## src/rtl/keccak_msg_packer_pkg.sv

```systemverilog
// Shared definitions for the keccak message packer: word geometry and the
// controller state encoding.
package keccak_msg_packer_pkg;

   localparam int LANE_W = 8;
   localparam int WORD_W = 64;
   localparam int LANES  = 8;

   typedef enum logic [2:0] {
      ST_IDLE = 3'd0,
      ST_KRST = 3'd1,
      ST_FILL = 3'd2,
      ST_SEND = 3'd3,
      ST_PAD  = 3'd4,
      ST_WAIT = 3'd5,
      ST_DONE = 3'd6
   } state_e;

endpackage

```

## src/rtl/keccak_msg_packer.sv

```systemverilog
// Byte-stream front end for the keccak SHA3-512 core. Bytes arrive over a
// valid/ready handshake, are packed big-endian into 64-bit words and handed to
// the core's word port. A message always ends with exactly one is_last word:
// either the partial final word, or an all-zero PAD word when the message
// length is a multiple of 8 (including zero).
module keccak_msg_packer
   import keccak_msg_packer_pkg::*;
#(
   parameter int KC_RST_CYCLES = 1
) (
   input  logic              clk,
   input  logic              reset_n,
   input  logic              start,
   input  logic [7:0]        s_data,
   input  logic              s_valid,
   input  logic              s_null,
   input  logic              s_last,
   output logic              s_ready,
   output logic              kc_reset,
   output logic [63:0]       kc_in,
   output logic              kc_in_ready,
   output logic              kc_is_last,
   output logic [2:0]        kc_byte_num,
   input  logic              kc_buffer_full,
   input  logic              kc_out_ready,
   output logic              busy,
   output logic              msg_done
);

   state_e              state_q, state_d;
   logic [3:0]          cnt_q, cnt_d;           // bytes held in word_q (0..8)
   logic [2:0]          rst_cnt_q, rst_cnt_d;   // core reset cycles elapsed
   logic [WORD_W-1:0]   word_q, word_d;
   logic                last_pending_q, last_pending_d;  // full word ended the message
   logic                word_last_q, word_last_d;        // word_q is the is_last word
   logic [2:0]          byte_num_q, byte_num_d;

   logic [3:0]          cnt_inc;

   // Byte count after the entry offered this cycle (null entries add nothing).
   assign cnt_inc = cnt_q + {3'd0, ~s_null};

   // Next-state, lane write and counter logic.
   always_comb begin
      state_d        = state_q;
      cnt_d          = cnt_q;
      rst_cnt_d      = rst_cnt_q;
      word_d         = word_q;
      last_pending_d = last_pending_q;
      word_last_d    = word_last_q;
      byte_num_d     = byte_num_q;

      case (state_q)
         ST_IDLE, ST_DONE: begin
            if (start) begin
               state_d        = ST_KRST;
               rst_cnt_d      = 3'd0;
               cnt_d          = 4'd0;
               word_d         = '0;
               last_pending_d = 1'b0;
               word_last_d    = 1'b0;
               byte_num_d     = 3'd0;
            end
         end

         ST_KRST: begin
            if (rst_cnt_q == 3'(KC_RST_CYCLES - 1)) begin
               state_d = ST_FILL;
            end else begin
               rst_cnt_d = rst_cnt_q + 3'd1;
            end
         end

         ST_FILL: begin
            if (s_valid) begin
               if (!s_null) begin
                  for (int i = 0; i < LANES; i++) begin
                     if (cnt_q[2:0] == 3'(i)) begin
                        word_d[WORD_W-1-i*LANE_W -: LANE_W] = s_data;
                     end
                  end
               end
               cnt_d = cnt_inc;
               if (cnt_inc == 4'd8) begin
                  state_d        = ST_SEND;
                  last_pending_d = s_last;
                  word_last_d    = 1'b0;
                  byte_num_d     = 3'd0;
               end else if (s_last) begin
                  if (cnt_inc != 4'd0) begin
                     state_d     = ST_SEND;
                     word_last_d = 1'b1;
                     byte_num_d  = cnt_inc[2:0];
                  end else begin
                     state_d = ST_PAD;
                  end
               end
            end
         end

         ST_SEND: begin
            if (!kc_buffer_full) begin
               if (word_last_q) begin
                  state_d = ST_WAIT;
               end else if (last_pending_q) begin
                  state_d = ST_PAD;
               end else begin
                  state_d = ST_FILL;
               end
               cnt_d          = 4'd0;
               word_d         = '0;
               last_pending_d = 1'b0;
               word_last_d    = 1'b0;
               byte_num_d     = 3'd0;
            end
         end

         ST_PAD: begin
            if (!kc_buffer_full) begin
               state_d = ST_WAIT;
            end
         end

         ST_WAIT: begin
            if (kc_out_ready) begin
               state_d = ST_DONE;
            end
         end

         default: begin
            state_d = ST_IDLE;
         end
      endcase
   end

   // State and datapath registers.
   always_ff @(posedge clk or negedge reset_n) begin
      if (!reset_n) begin
         state_q        <= ST_IDLE;
         cnt_q          <= 4'd0;
         rst_cnt_q      <= 3'd0;
         word_q         <= '0;
         last_pending_q <= 1'b0;
         word_last_q    <= 1'b0;
         byte_num_q     <= 3'd0;
      end else begin
         state_q        <= state_d;
         cnt_q          <= cnt_d;
         rst_cnt_q      <= rst_cnt_d;
         word_q         <= word_d;
         last_pending_q <= last_pending_d;
         word_last_q    <= word_last_d;
         byte_num_q     <= byte_num_d;
      end
   end

   // Outputs decode only registered state, so kc_buffer_full never reaches
   // the word signals combinationally and they hold steady during a stall.
   assign s_ready     = (state_q == ST_FILL);
   assign kc_reset    = (state_q == ST_KRST);
   assign kc_in_ready = (state_q == ST_SEND) || (state_q == ST_PAD);
   assign kc_in       = (state_q == ST_SEND) ? word_q : '0;
   assign kc_is_last  = (state_q == ST_PAD) || ((state_q == ST_SEND) && word_last_q);
   assign kc_byte_num = ((state_q == ST_SEND) && word_last_q) ? byte_num_q : 3'd0;
   assign busy        = (state_q == ST_KRST) || (state_q == ST_FILL) ||
                        (state_q == ST_SEND) || (state_q == ST_PAD)  ||
                        (state_q == ST_WAIT);
   assign msg_done    = (state_q == ST_DONE);

endmodule
```

## config.mk

```make
export PLATFORM = sky130hd
export DESIGN_NAME = keccak_msg_packer
export DESIGN_NICKNAME = d
export VERILOG_FILES = /design/src/rtl/keccak_msg_packer_pkg.sv /design/src/rtl/keccak_msg_packer.sv
export SDC_FILE = /design/constraint.sdc
export NUM_CORES = 1
export LEC_CHECK = 0
export ABC_CLOCK_PERIOD_IN_PS = 2000
export CORE_MARGIN = 2
export CORE_UTILIZATION = 46
export DETAILED_ROUTE_END_ITERATION = 16
export HOLD_SLACK_MARGIN = 0.1
export PLACE_DENSITY = 0.87
export SLEW_MARGIN = 20
export SYNTH_ARGS = -nofsm -noshare
export SYNTH_HDL_FRONTEND = slang
export SYNTH_SLANG_ARGS = --single-unit
```

## constraint.sdc

```tcl
create_clock -name clk -period 2 [get_ports clk]
set_input_delay 0.2 -clock clk [delete_from_list [all_inputs] [get_ports clk]]
set_output_delay 0.2 -clock clk [all_outputs]
set_load 0.01 [all_outputs]
```

=== After elaboration in Yosys (flattened, before gate mapping) ===
Cells that the tools add are included.

* Flip-flop bits (word level): 79
* Input bits: 16
* Output and inout bits: 73
* Word-level logic and storage cells: 127

* Add/subtract/negate cells: 2
* Eq/ne operators: 33
* Mux-type cells: 50
* Bitwise operators: 1
* Reduce and logical (&&, ||, !) cells: 27

{| class="wikitable"
|+ Operators with widths
! operator !! number
|-
| 2-to-1 mux 64 bit || 5
|-
| one-hot mux 64 bit (3 select lines) || 1
|-
| 2-to-1 mux 8 bit || 8
|-
| 2-to-1 mux 3 bit || 19
|-
| AND reduction 6 bit || 9
|-
| equality test 3 bit, second input constant || 7
|-
| inequality test 2 x 1 -> 1 bit, second input constant || 10
|-
| one-hot mux 3 bit (6 select lines) || 1
|-
| inequality test 2 bit, second input constant || 7
|-
| equality test 3 x 2 -> 1 bit, second input constant || 4
|-
| 2-to-1 mux 4 bit || 3
|-
| one-hot mux 4 bit (3 select lines) || 1
|-
| logical NOT 3 bit || 3
|-
| one-hot mux 3 bit (3 select lines) || 1
|-
| 2-to-1 mux 1 bit || 8
|-
| AND reduction 7 bit || 1
|-
| equality test 3 x 1 -> 1 bit, second input constant || 2
|-
| logical OR 1 bit || 6
|-
| one-hot mux 1 bit (3 select lines) || 2
|-
| one-hot mux 3 bit (2 select lines) || 1
|-
| AND reduction 5 bit || 1
|-
| adder 4 x 1 -> 4 bit || 1
|-
| equality test 4 bit, second input constant || 1
|-
| AND reduction 4 bit || 1
|-
| other kinds (10) || 10
|}

=== Logic depth before layout (Yosys ltp) ===
Gate-level depths: netlist (run 1).

* Depth after elaboration: 8
* Mapped depth: 8
* Mapped depth without buffers: 8

=== Worst setup path after synthesis (run 1) ===
OpenSTA, ideal clock, no wires.

* Path kind: flip-flop to flip-flop
* Start point: register cnt_q[0]
* End point: register state_q[0]
* Setup time: 0.125 ns
* Data arrival time: 1.938 ns
* Data required time: 1.875 ns
* Path slack: -0.062 ns
* Cell stages (with the launch flop): 8
* Buffers on the path: 0
* Clock period less this slack: 2.062 ns
* Path through: dfrtp_1 ha_1 ha_1 xor2_1 or3_4 a2111oi_0 nor2_1 mux2_2

* Longest elaborated chain between the ends: 7
* Elaborated cells between the ends (all ways): 10
* Classes of those cells: add/sub: 1; eq/ne: 2; mux: 5; reduce/logical: 2

{| class="wikitable"
|+ Ends and longest elaborated chain
! item !! RTL line !! text
|-
| start, declared || keccak_msg_packer.sv:31 || <nowiki>logic [3:0] cnt_q, cnt_d;</nowiki>
|-
| start signal, assigned || keccak_msg_packer.sv:148 || <nowiki>cnt_q <= cnt_d;</nowiki>
|-
| adder 4 x 1 -> 4 bit (*) || keccak_msg_packer.sv:41 || <nowiki>assign cnt_inc = cnt_q + {3'd0, ~s_null};</nowiki>
|-
| nonzero test 4 bit || keccak_msg_packer.sv:90 || <nowiki>if (cnt_inc != 4'd0) begin</nowiki>
|-
| 2-to-1 mux 3 bit || keccak_msg_packer.sv:90 ||
|-
| 2-to-1 mux 3 bit || keccak_msg_packer.sv:89 || <nowiki>end else if (s_last) begin</nowiki>
|-
| 2-to-1 mux 3 bit || keccak_msg_packer.sv:84 || <nowiki>if (cnt_inc == 4'd8) begin</nowiki>
|-
| 2-to-1 mux 3 bit || keccak_msg_packer.sv:75 || <nowiki>if (s_valid) begin</nowiki>
|-
| one-hot mux 3 bit (6 select lines) || keccak_msg_packer.sv:53 || <nowiki>case (state_q)</nowiki>
|-
| end signal, assigned || keccak_msg_packer.sv:147 || <nowiki>state_q <= state_d;</nowiki>
|-
| end, declared || keccak_msg_packer.sv:30 || <nowiki>state_e state_q, state_d;</nowiki>
|}

Every way passes the cells marked *; elsewhere a longest branch is shown, timed or not. The select of a mux whose other input is x is not followed.
A chain may end at the register's enable or synchronous reset.

=== Final worst setup path (run 1) ===
* Start point: register state_q[1]
* End point: register state_q[1]

* Longest elaborated chain between the ends: 4
* Elaborated cells between the ends (all ways): 17
* Classes of those cells: eq/ne: 13; mux: 1; reduce/logical: 3

{| class="wikitable"
|+ Ends and longest elaborated chain
! item !! RTL line
|-
| equality test 3 bit / logical NOT 3 bit (equally long branches) || keccak_msg_packer.sv:53
|-
| OR reduction 2 bit || keccak_msg_packer.sv:53
|-
| inequality test 2 bit (no line) || n/a
|-
| AND reduction 7 bit (no line) || n/a
|}

Parallel ways exist; a longest one is shown, timed or not.

==> results of run 1 <==
[per-layer routing]
metal | track usage, % | up-vias | routed length (um)
met4 | 10.2 | 0 | 371
met3 | 3.44 | 36 | 526
li1 | - | 1490 | -
met5 | 0 | - | 0
met1 | 30.1 | 1681 | 4900
met2 | 37.9 | 134 | 5770
[cell usage in the layout (no fill, tap or decap), drive strengths merged, types with 2 or more instances in the layout]
cell type	n
and2	73
o311ai	2
mux2i	2
ha	6
buf	39
nand3	4
dfrtp	79
a21oi	7
o22ai	2
a32o	5
bufinv	2
a21o	2
mux2	67
clkdlybuf4s50	14
clkbuf	14
nand2b	4
nor3	6
dlygate4sd2	67
clkinv	3
nand2	23
inv	10
and3	4
nor2	8
o221ai	2
o21ai	17
clkdlybuf4s15	2
o221a	2
[worst max-delay path, stage by stage, from the launching register on]
cell      delay (ns)
dfrtp_2         0.40
buf_6           0.11
buf_4           0.12
buf_6           0.13
inv_4           0.06
ha_4            0.29
o21a_1          0.13
o21ai_0         0.17
o211ai_1        0.19
nand2_1         0.10
mux2_4          0.27
[area by class of cell]
cell class              instances  area, sq um
well taps                     108          135
inverters                      10         42.5
multi-input cells             253         2380
flip-flops and latches         79         1980
clock buffers                  10          138
fillers                       630         2920
repair buffers                127         1130
clock inverters                 5         82.6
[stage by stage]
step | setup slack [ns] | area, sq um | TNS, ns
floorplan | 0.00753 | 4220 | 0
global route | -0.127 | 5880 | -3.46
global placement | -0.391 | 5320 | -3.60
finish | -0.0977 | 5880 | -1.08
detailed placement | -0.480 | 5320 | -5.58
CTS | -0.108 | 5730 | -0.196
[worst paths after layout]
kind | slack (ns) | to | cells past startpoint
min | 0.35 | word_q[22] | 2
min reg2reg | 0.50 | byte_num_q[2] | 1
max in group asynchronous | 1.03 | state_q[1] | 3
max reg2reg | -0.1 | state_q[1] | 10
min in group clk | 0.50 | byte_num_q[2] | 1
max | -0.1 | state_q[1] | 10
[logic make-up (layout without fill, tap and decap cells)]
logic type,after synthesis,in the layout,synth area share [%]
xor gates and xnor gates,2,2,0.416
DFF,79,79,46.9
AOI/OAI and AO/OA,48,49,9.08
muxes,69,69,19.8
buffers and inverters,37,152,4.63
adders and majority gates,6,6,1.78
and+or+nand+nor,127,127,17.4
[power by group]
part	leakage [uW]	total [uW]	internal, uW	switching [uW]
Sequential	0.00107	2740	2310	431
Combinational	0.00191	5030	2560	2470
Clock	0.000112	1330	732	594
Total	0.00310	9100	5610	3490
[repair_timing]
item,in CTS,in global routing
pin swaps,10,7
setup buffers,8,4
gates cloned,1,0
hold endpoints to repair,38,0
hold buffers,1,0
setup endpoints to repair,109,53
gates resized for setup,111,40
[flip-flops by register name, summed over array words and instances, names as in the netlist]
register and flops:
word_q 64, cnt_q 4, byte_num_q 3, rst_cnt_q 3
state_q 3, last_pending_q 1, word_last_q 1
==> flow_summary.json, run 1 <==
{
  "synthTopCellsByArea": "dfrtp_1 (47%), mux2_2 (14%), and2_1 (11%), mux2_4 (5.7%), ha_1 (1.8%)",
  "start_util_pct": 47.9,
  "vdd_ir_drop_max_v": 0.000779,
  "dp_hpwl_um": 7080,
  "die_w_um": 99.7,
  "port_buffers": 88,
  "crit_arrival_ns": 2.34,
  "gp_congestion": 0.889,
  "ys_seq_elements": 79,
  "synthCells": 368,
  "grt_pass1_wl_um": 17600,
  "finalPower_uw": 9100,
  "netlist_area_sq_mm": 0.00422,
  "yosysUniqueCellTypes": 51,
  "worst_pin_slew_ns": 0.498,
  "core_sq_mm": 0.00881,
  "fin_crit_sh_pct": 105,
  "finalSetupViolations": 39,
  "ys_async_sr_fraction_pct": 100,
  "grt_max_degree": 42,
  "maxSlewViolCount": 0,
  "ys.flop_type": "dfrtp_1",
  "antennaDiodeCount": 0,
  "cts_made_buffers": 9,
  "nets": 502,
  "final_antenna_net_count": 0,
  "ys_seq_area_share_pct": 46.9,
  "critPathCaptureType": "flip-flop",
  "synth_edf_count": 0,
  "hp-class": "in -> async",
  "fin_crit_ns": 2.10,
  "violations": "setup timing",
  "totalWireLength_um": 11600,
  "firstDrtPassIters": 4,
  "synth_top_area_share_pct": 46.9,
  "drc": 0,
  "wl_per_cell_um": 19.5,
  "grt_pass1_vias": 3339,
  "critPathLaunchType": "flip-flop",
  "cts-root-buf": "clkbuf_8",
  "r2r_start": "state_q[1]",
  "skew_ns": 0.00808,
  "cts_tree": "yes",
  "drt_iter0_drc": 120,
  "power_density_mw_per_mm2": 1550,
  "pin_count": 89,
  "status": "complete, but fails checks",
  "cp.required_ns": 2.24,
  "antenna_found_initial": 0,
  "via_count": 3341,
  "drt-vias-per-instance": 5.64,
  "dp.cells": 563,
  "rsz0062_at_grt": "true",
  "crit_type": "reg -> reg",
  "area_delta_synth_final_pct": 39.5,
  "cts_buffer_depth": 2,
  "final_hold_viol_count": 0,
  "htreeDepth": 3,
  "numClockSinks": 79,
  "layout-drive-gt1-share_pct": 34.5,
  "synth_common_cells": "dfrtp_1 (79), and2_1 (73), mux2_2 (51)",
  "yosys.cell_count.top_type": "dfrtp_1",
  "rows": 34,
  "track_usage_pct": 23.0,
  "path_max_fanout": 7,
  "slew-limit-headroom_pct": 66.8,
  "fmax_ghz": 0.477,
  "drv_cap": 0,
  "synth_area_leader_cell": "dfrtp_1",
  "setup_slack_ns": -0.0977,
  "path_clk_slew_ns": 0.08,
  "syn_avg_cell_area_sq_um": 11.5,
  "hold_ws_ns": 0.347,
  "leakage_uw": 0.00310,
  "yosysWarnings": 0,
  "fp.dieArea_sq_mm": 0.00995,
  "clk_latency_ns": 0.36,
  "fin_cells": 592,
  "postLayoutCoreUtil_pct": 66.8,
  "fp.dieH_um": 99.7,
  "synth_fp_nets": 390,
  "startpoint": "state_q[1]",
  "grt_overflow": 0
}
(Power assumes the default switching activity.)
==> inputs of run 2 (changes only) <==
- CORE_UTILIZATION: 46 -> 48
- CTS_BUF_LIST: default -> sky130_fd_sc_hd__clkbuf_8
- PLACE_DENSITY: 0.87 -> 0.9
==> flow_summary.json, run 2 (synthesis gave the netlist of run 1 again) <==
{
  "cts_buffer_depth": 2,
  "critPathLaunchType": "flip-flop",
  "via_count": 3369,
  "path_buf_inv": 1,
  "gp_congestion": 0.910,
  "place_area_sq_mm": 0.00532,
  "port_buffers": 88,
  "multiInputGateArea_sq_mm": 0.00228,
  "crit_arrival_ns": 2.37,
  "crit_type": "reg -> reg",
  "cts_made_buffers": 9,
  "grt_overflow": 0,
  "nets": 511,
  "violations": "setup timing",
  "finalSetupViolations": 9,
  "top_register": "word_q",
  "fmax_ghz": 0.471,
  "final_cell_mix": "dfrtp_1 (78), and2_1 (72), mux2_2 (50)",
  "slew-limit-headroom_pct": 66.1,
  "seq_area_sq_mm": 0.00198,
  "fin_crit_sh_pct": 106,
  "start_util_pct": 48.8,
  "clk_latency_ns": 0.35,
  "layout-drive-gt1-share_pct": 43.1,
  "worst_path_most_repeated_cell": "ha_4",
  "stdcell_area_sq_mm": 0.00578,
  "cp.required_ns": 2.24,
  "htreeDepth": 3,
  "numClockSinks": 79,
  "power_density_mw_per_mm2": 1530,
  "critPathCaptureType": "flip-flop",
  "die_w_um": 97.7,
  "setup_slack_ns": -0.123,
  "grt_pass1_wl_um": 17700,
  "final_hold_viol_count": 0,
  "rows": 34,
  "wl_per_cell_um": 18.7,
  "fp.dieH_um": 97.7,
  "area_delta_synth_final_pct": 37.0,
  "largest_reg_flops": 64,
  "final_antenna_net_count": 0,
  "drv_cap": 0,
  "drt_iter0_drc": 210,
  "grt_max_degree": 43,
  "leakage_uw": 0.00292,
  "path_clk_slew_ns": 0.09,
  "fp.dieArea_sq_mm": 0.00955,
  "hold_ws_ns": 0.343,
  "cp_cell_sequence": "ha_4, ha_4, xor2_4, buf_6, nor3_4, nand2_2, a21oi_2, mux2_2",
  "path_max_fanout": 3,
  "firstDrtPassIters": 5,
  "grt_pass1_vias": 3575,
  "pin_count": 89,
  "cp_slowest_cell": "dfrtp_1",
  "cp_slowest_stage_delay_ns": 0.43,
  "reg_top3": "word_q x64, cnt_q x4",
  "skew_ns": 0.00857,
  "cts-root-buf": "clkbuf_8",
  "worst_pin_slew_ns": 0.509,
  "hp-class": "in -> async",
  "critical_path.top_delay_family": "flip-flops",
  "drc": 0,
  "layout_commonest_cell": "dfrtp_1",
  "track_usage_pct": 23.5,
  "fin_crit_ns": 2.12,
  "drt-vias-per-instance": 5.60,
  "vdd_ir_drop_max_v": 0.000760,
  "status": "complete, but fails checks",
  "antennaDiodeCount": 0,
  "maxSlewViolCount": 0,
  "rsz0062_at_grt": "true",
  "cts_tree": "yes",
  "totalWireLength_um": 11200,
  "dp_hpwl_um": 6910,
  "core_sq_mm": 0.00864,
  "postLayoutCoreUtil_pct": 66.9,
  "nFillCells": 621,
  "antenna_found_initial": 0
}
run 2: changes by cell type in the layout (fill, tap and decap cells not counted), moves of 7 or more:
cell	change
buf_2	+38
buf_4	+7
clkdlybuf4s15_1	+21
dlygate4sd2_1	-60
mux2_2	+18
mux2_4	-18
run 2: area by class of cell:
type	instances	share of cell area [%]
clock buffers	9	2.14
clock inverters	7	1.49
inverters	10	0.780
multi-input cells	253	39.5
flip-flops and latches	79	34.3
well taps	108	2.34
repair buffers	136	19.5
run 2: what timing repair did:
item,in CTS,in global routing
endpoints found under the setup margin,103,139
pin swaps,4,5
hold buffers,1,0
setup buffers,16,5
gates resized for setup,188,76
cloned,2,0
hold endpoints to repair,37,0
run 2: stage by stage:
stage | cells | total power, uW | setup WS, ns | TNS, ns
2_1_floorplan | 368 | 5580 | 0.00753 | 0
3_3_place_gp | 562 | 6630 | -0.394 | -4.02
3_5_place_dp | 562 | 6840 | -0.473 | -6.67
4_1_cts | 597 | 8460 | -0.0679 | -0.159
5_1_grt | 602 | 9340 | -0.168 | -1.24
6_report | 602 | 8860 | -0.123 | -0.321
run 2: path summary, 6_finish.rpt:
check	startpoint	endpoint	slack (ns)	cells past startpoint
max	cnt_q[0]	state_q[0]	-0.12	8
min in group clk	byte_num_q[2]	byte_num_q[2]	0.49	1
max reg2reg	cnt_q[0]	state_q[0]	-0.12	8
min	reset_n	word_last_q	0.34	2
min reg2reg	byte_num_q[2]	byte_num_q[2]	0.49	1
max in group asynchronous	reset_n	word_q[0]	1.05	3
run 2: power by group:
part	internal, uW	switching, uW
sequential	2310	390
combinational	2490	2390
clock	608	673
total	5400	3460
run 2: per-layer routing:
layer	share of wire (%)	GRT usage [%]	up-vias
met5	0	0	-
met4	3.0	8.76	0
met3	5.2	2.66	44
met2	50	41.4	169
met1	42	29.9	1644
li1	-	-	1512
==> inputs of run 3 (changes only) <==
- TNS_END_PERCENT: default -> 10
==> flow_summary.json, run 3 (synthesis gave the netlist of run 1 again) <==
{
  "status": "complete, but fails checks",
  "violations": "setup timing",
  "firstDrtPassIters": 4,
  "crit_type": "reg -> reg",
  "pin_count": 89,
  "gp_congestion": 0.923,
  "crit_arrival_ns": 2.32,
  "area_delta_synth_final_pct": 29.8,
  "reg_top3": "word_q x64, cnt_q x4",
  "hold_ws_ns": 0.349,
  "fin_cells": 582,
  "drt_iter0_drc": 115,
  "rsz0062_at_grt": "true",
  "cts_made_buffers": 9,
  "cts_tree": "yes",
  "layout-drive-gt1-share_pct": 39.0,
  "largest_reg_flops": 64,
  "path_max_fanout": 5,
  "cp.required_ns": 2.26,
  "finalSetupViolations": 21,
  "clk_latency_ns": 0.34,
  "rows": 34,
  "path_clk_slew_ns": 0.08,
  "nFillCells": 684,
  "grt_max_degree": 45,
  "grt_pass1_wl_um": 16000,
  "final_hold_viol_count": 0,
  "start_util_pct": 48.8,
  "cp_slowest_cell": "dfrtp_1",
  "power_density_mw_per_mm2": 1510,
  "numClockSinks": 79,
  "grt_pass1_vias": 3252,
  "htreeDepth": 3,
  "setup_slack_ns": -0.0640,
  "leakage_uw": 0.00290,
  "drt-vias-per-instance": 5.40,
  "fin_crit_sh_pct": 103,
  "vdd_ir_drop_max_v": 0.000692,
  "port_buffers": 88,
  "worst_pin_slew_ns": 0.490,
  "final_antenna_net_count": 0,
  "layout_commonest_cell": "dfrtp_1",
  "fin_crit_ns": 2.06,
  "critPathCaptureType": "flip-flop",
  "nets": 491,
  "cts_buffer_depth": 2,
  "cp_cell_sequence": "ha_4, ha_4, xor2_2, or3_4, o311ai_4, o311ai_2, mux2i_1",
  "core_sq_mm": 0.00864,
  "slew-limit-headroom_pct": 67.4,
  "antennaDiodeCount": 0,
  "fp.dieArea_sq_mm": 0.00955,
  "track_usage_pct": 21.1,
  "via_count": 3144,
  "dp_hpwl_um": 6980,
  "postLayoutCoreUtil_pct": 63.4,
  "dp.cells": 563,
  "critPathLaunchType": "flip-flop",
  "hp-class": "in -> async",
  "finalPower_uw": 8280,
  "drc": 0,
  "drv_cap": 0,
  "maxSlewViolCount": 0,
  "grt_overflow": 0,
  "fp.dieH_um": 97.7,
  "die_w_um": 97.7,
  "skew_ns": 0.00620,
  "antenna_found_initial": 0,
  "wl_per_cell_um": 17.5,
  "cp_slowest_stage_delay_ns": 0.43,
  "cts-root-buf": "clkbuf_8",
  "final_cell_mix": "dfrtp_1 (78), and2_1 (73), mux2_2 (51)",
  "totalWireLength_um": 10200,
  "worst_path_most_repeated_cell": "ha_4",
  "top_register": "word_q",
  "fmax_ghz": 0.484
}
==> run 3: changes by cell type in the layout (fill, tap and decap cells not counted), sizes merged <==
cell,previous run,this run
dlygate4sd2,7,24
clkdlybuf4s15,23,1
clkinvlp,1,0
bufinv,1,2
o221a,2,1
dlymetal6s2s,0,6
inv,15,12
clkdlybuf4s50,14,13
clkbuf,14,54
bufbuf,1,0
buf,85,29
clkinv,0,1
==> run 3: worst paths after layout <==
check                                end  slack, ns           from  depth (start not counted)
setup / recovery              state_q[2]      -0.06       cnt_q[0]                          7
hold / removal             byte_num_q[0]       0.35        reset_n                          2
setup reg to reg              state_q[2]      -0.06       cnt_q[0]                          7
hold reg to reg            byte_num_q[0]       0.49  byte_num_q[0]                          1
max in group asynchronous     word_q[19]       1.04        reset_n                          3
min in group clk           byte_num_q[0]       0.49  byte_num_q[0]                          1
==> run 3: power by group <==
| part | switching, uW | leakage, uW | internal, uW |
|---|---|---|---|
| sequential | 409 | 0.00107 | 2310 |
| clock | 554 | 0.000122 | 761 |
| combinational | 2130 | 0.00171 | 2120 |
| total | 3090 | 0.00290 | 5190 |
==> run 3: what timing repair did <==
item,4_1_cts,5_1_grt
endpoints found under the hold margin,35,0
endpoints found under the setup margin,89,96
gates resized for setup,78,108
hold buffers,1,0
pin swaps,0,1
setup buffers,0,2
==> run 3: worst max-delay path, delay by kind of cell (launching register included) <==
| kind | cells | cell delay, ns |
|---|---|---|
| adder cells (fa/ha/maj) | 2 | 0.37 |
| XOR/XNOR | 1 | 0.19 |
| AO/OA/AOI/OAI | 2 | 0.39 |
| flip-flops | 1 | 0.43 |
| AND/OR/NAND/NOR | 1 | 0.41 |
| multiplexers | 1 | 0.19 |
==> run 3: metal layers <==
metal | routed length (um) | part of all wire, % | track usage (%) | up-vias
li1 | - | - | - | 1462
met1 | 4560 | 45 | 27.2 | 1559
met2 | 4990 | 49 | 35.4 | 105
met3 | 418 | 4.1 | 3.53 | 18
met4 | 208 | 2.0 | 8.65 | 0
met5 | 0 | 0 | 0 | -
==> run 3: layout make-up <==
cell class                      count  area [sq um]  area share, %
Multi-Input combinational cell    252          2180           39.8
Inverter                           10          42.5          0.777
Clock inverter                      5          72.6           1.33
Clock buffer                       11           151           2.77
Sequential cell                    79          1980           36.1
Tap cell                          108           135           2.47
Timing Repair Buffer              117           913           16.7
==> run 3: per-stage QoR <==
stage               setup TNS (ns)  setup slack [ns]  instance area, sq um
global route                 -2.67            -0.107                  5470
floorplan                   -0.100           -0.0335                  4220
global placement             -4.01            -0.455                  5320
finish                      -0.409           -0.0640                  5470
detailed placement           -6.20            -0.541                  5320
CTS                         -0.916            -0.187                  5490
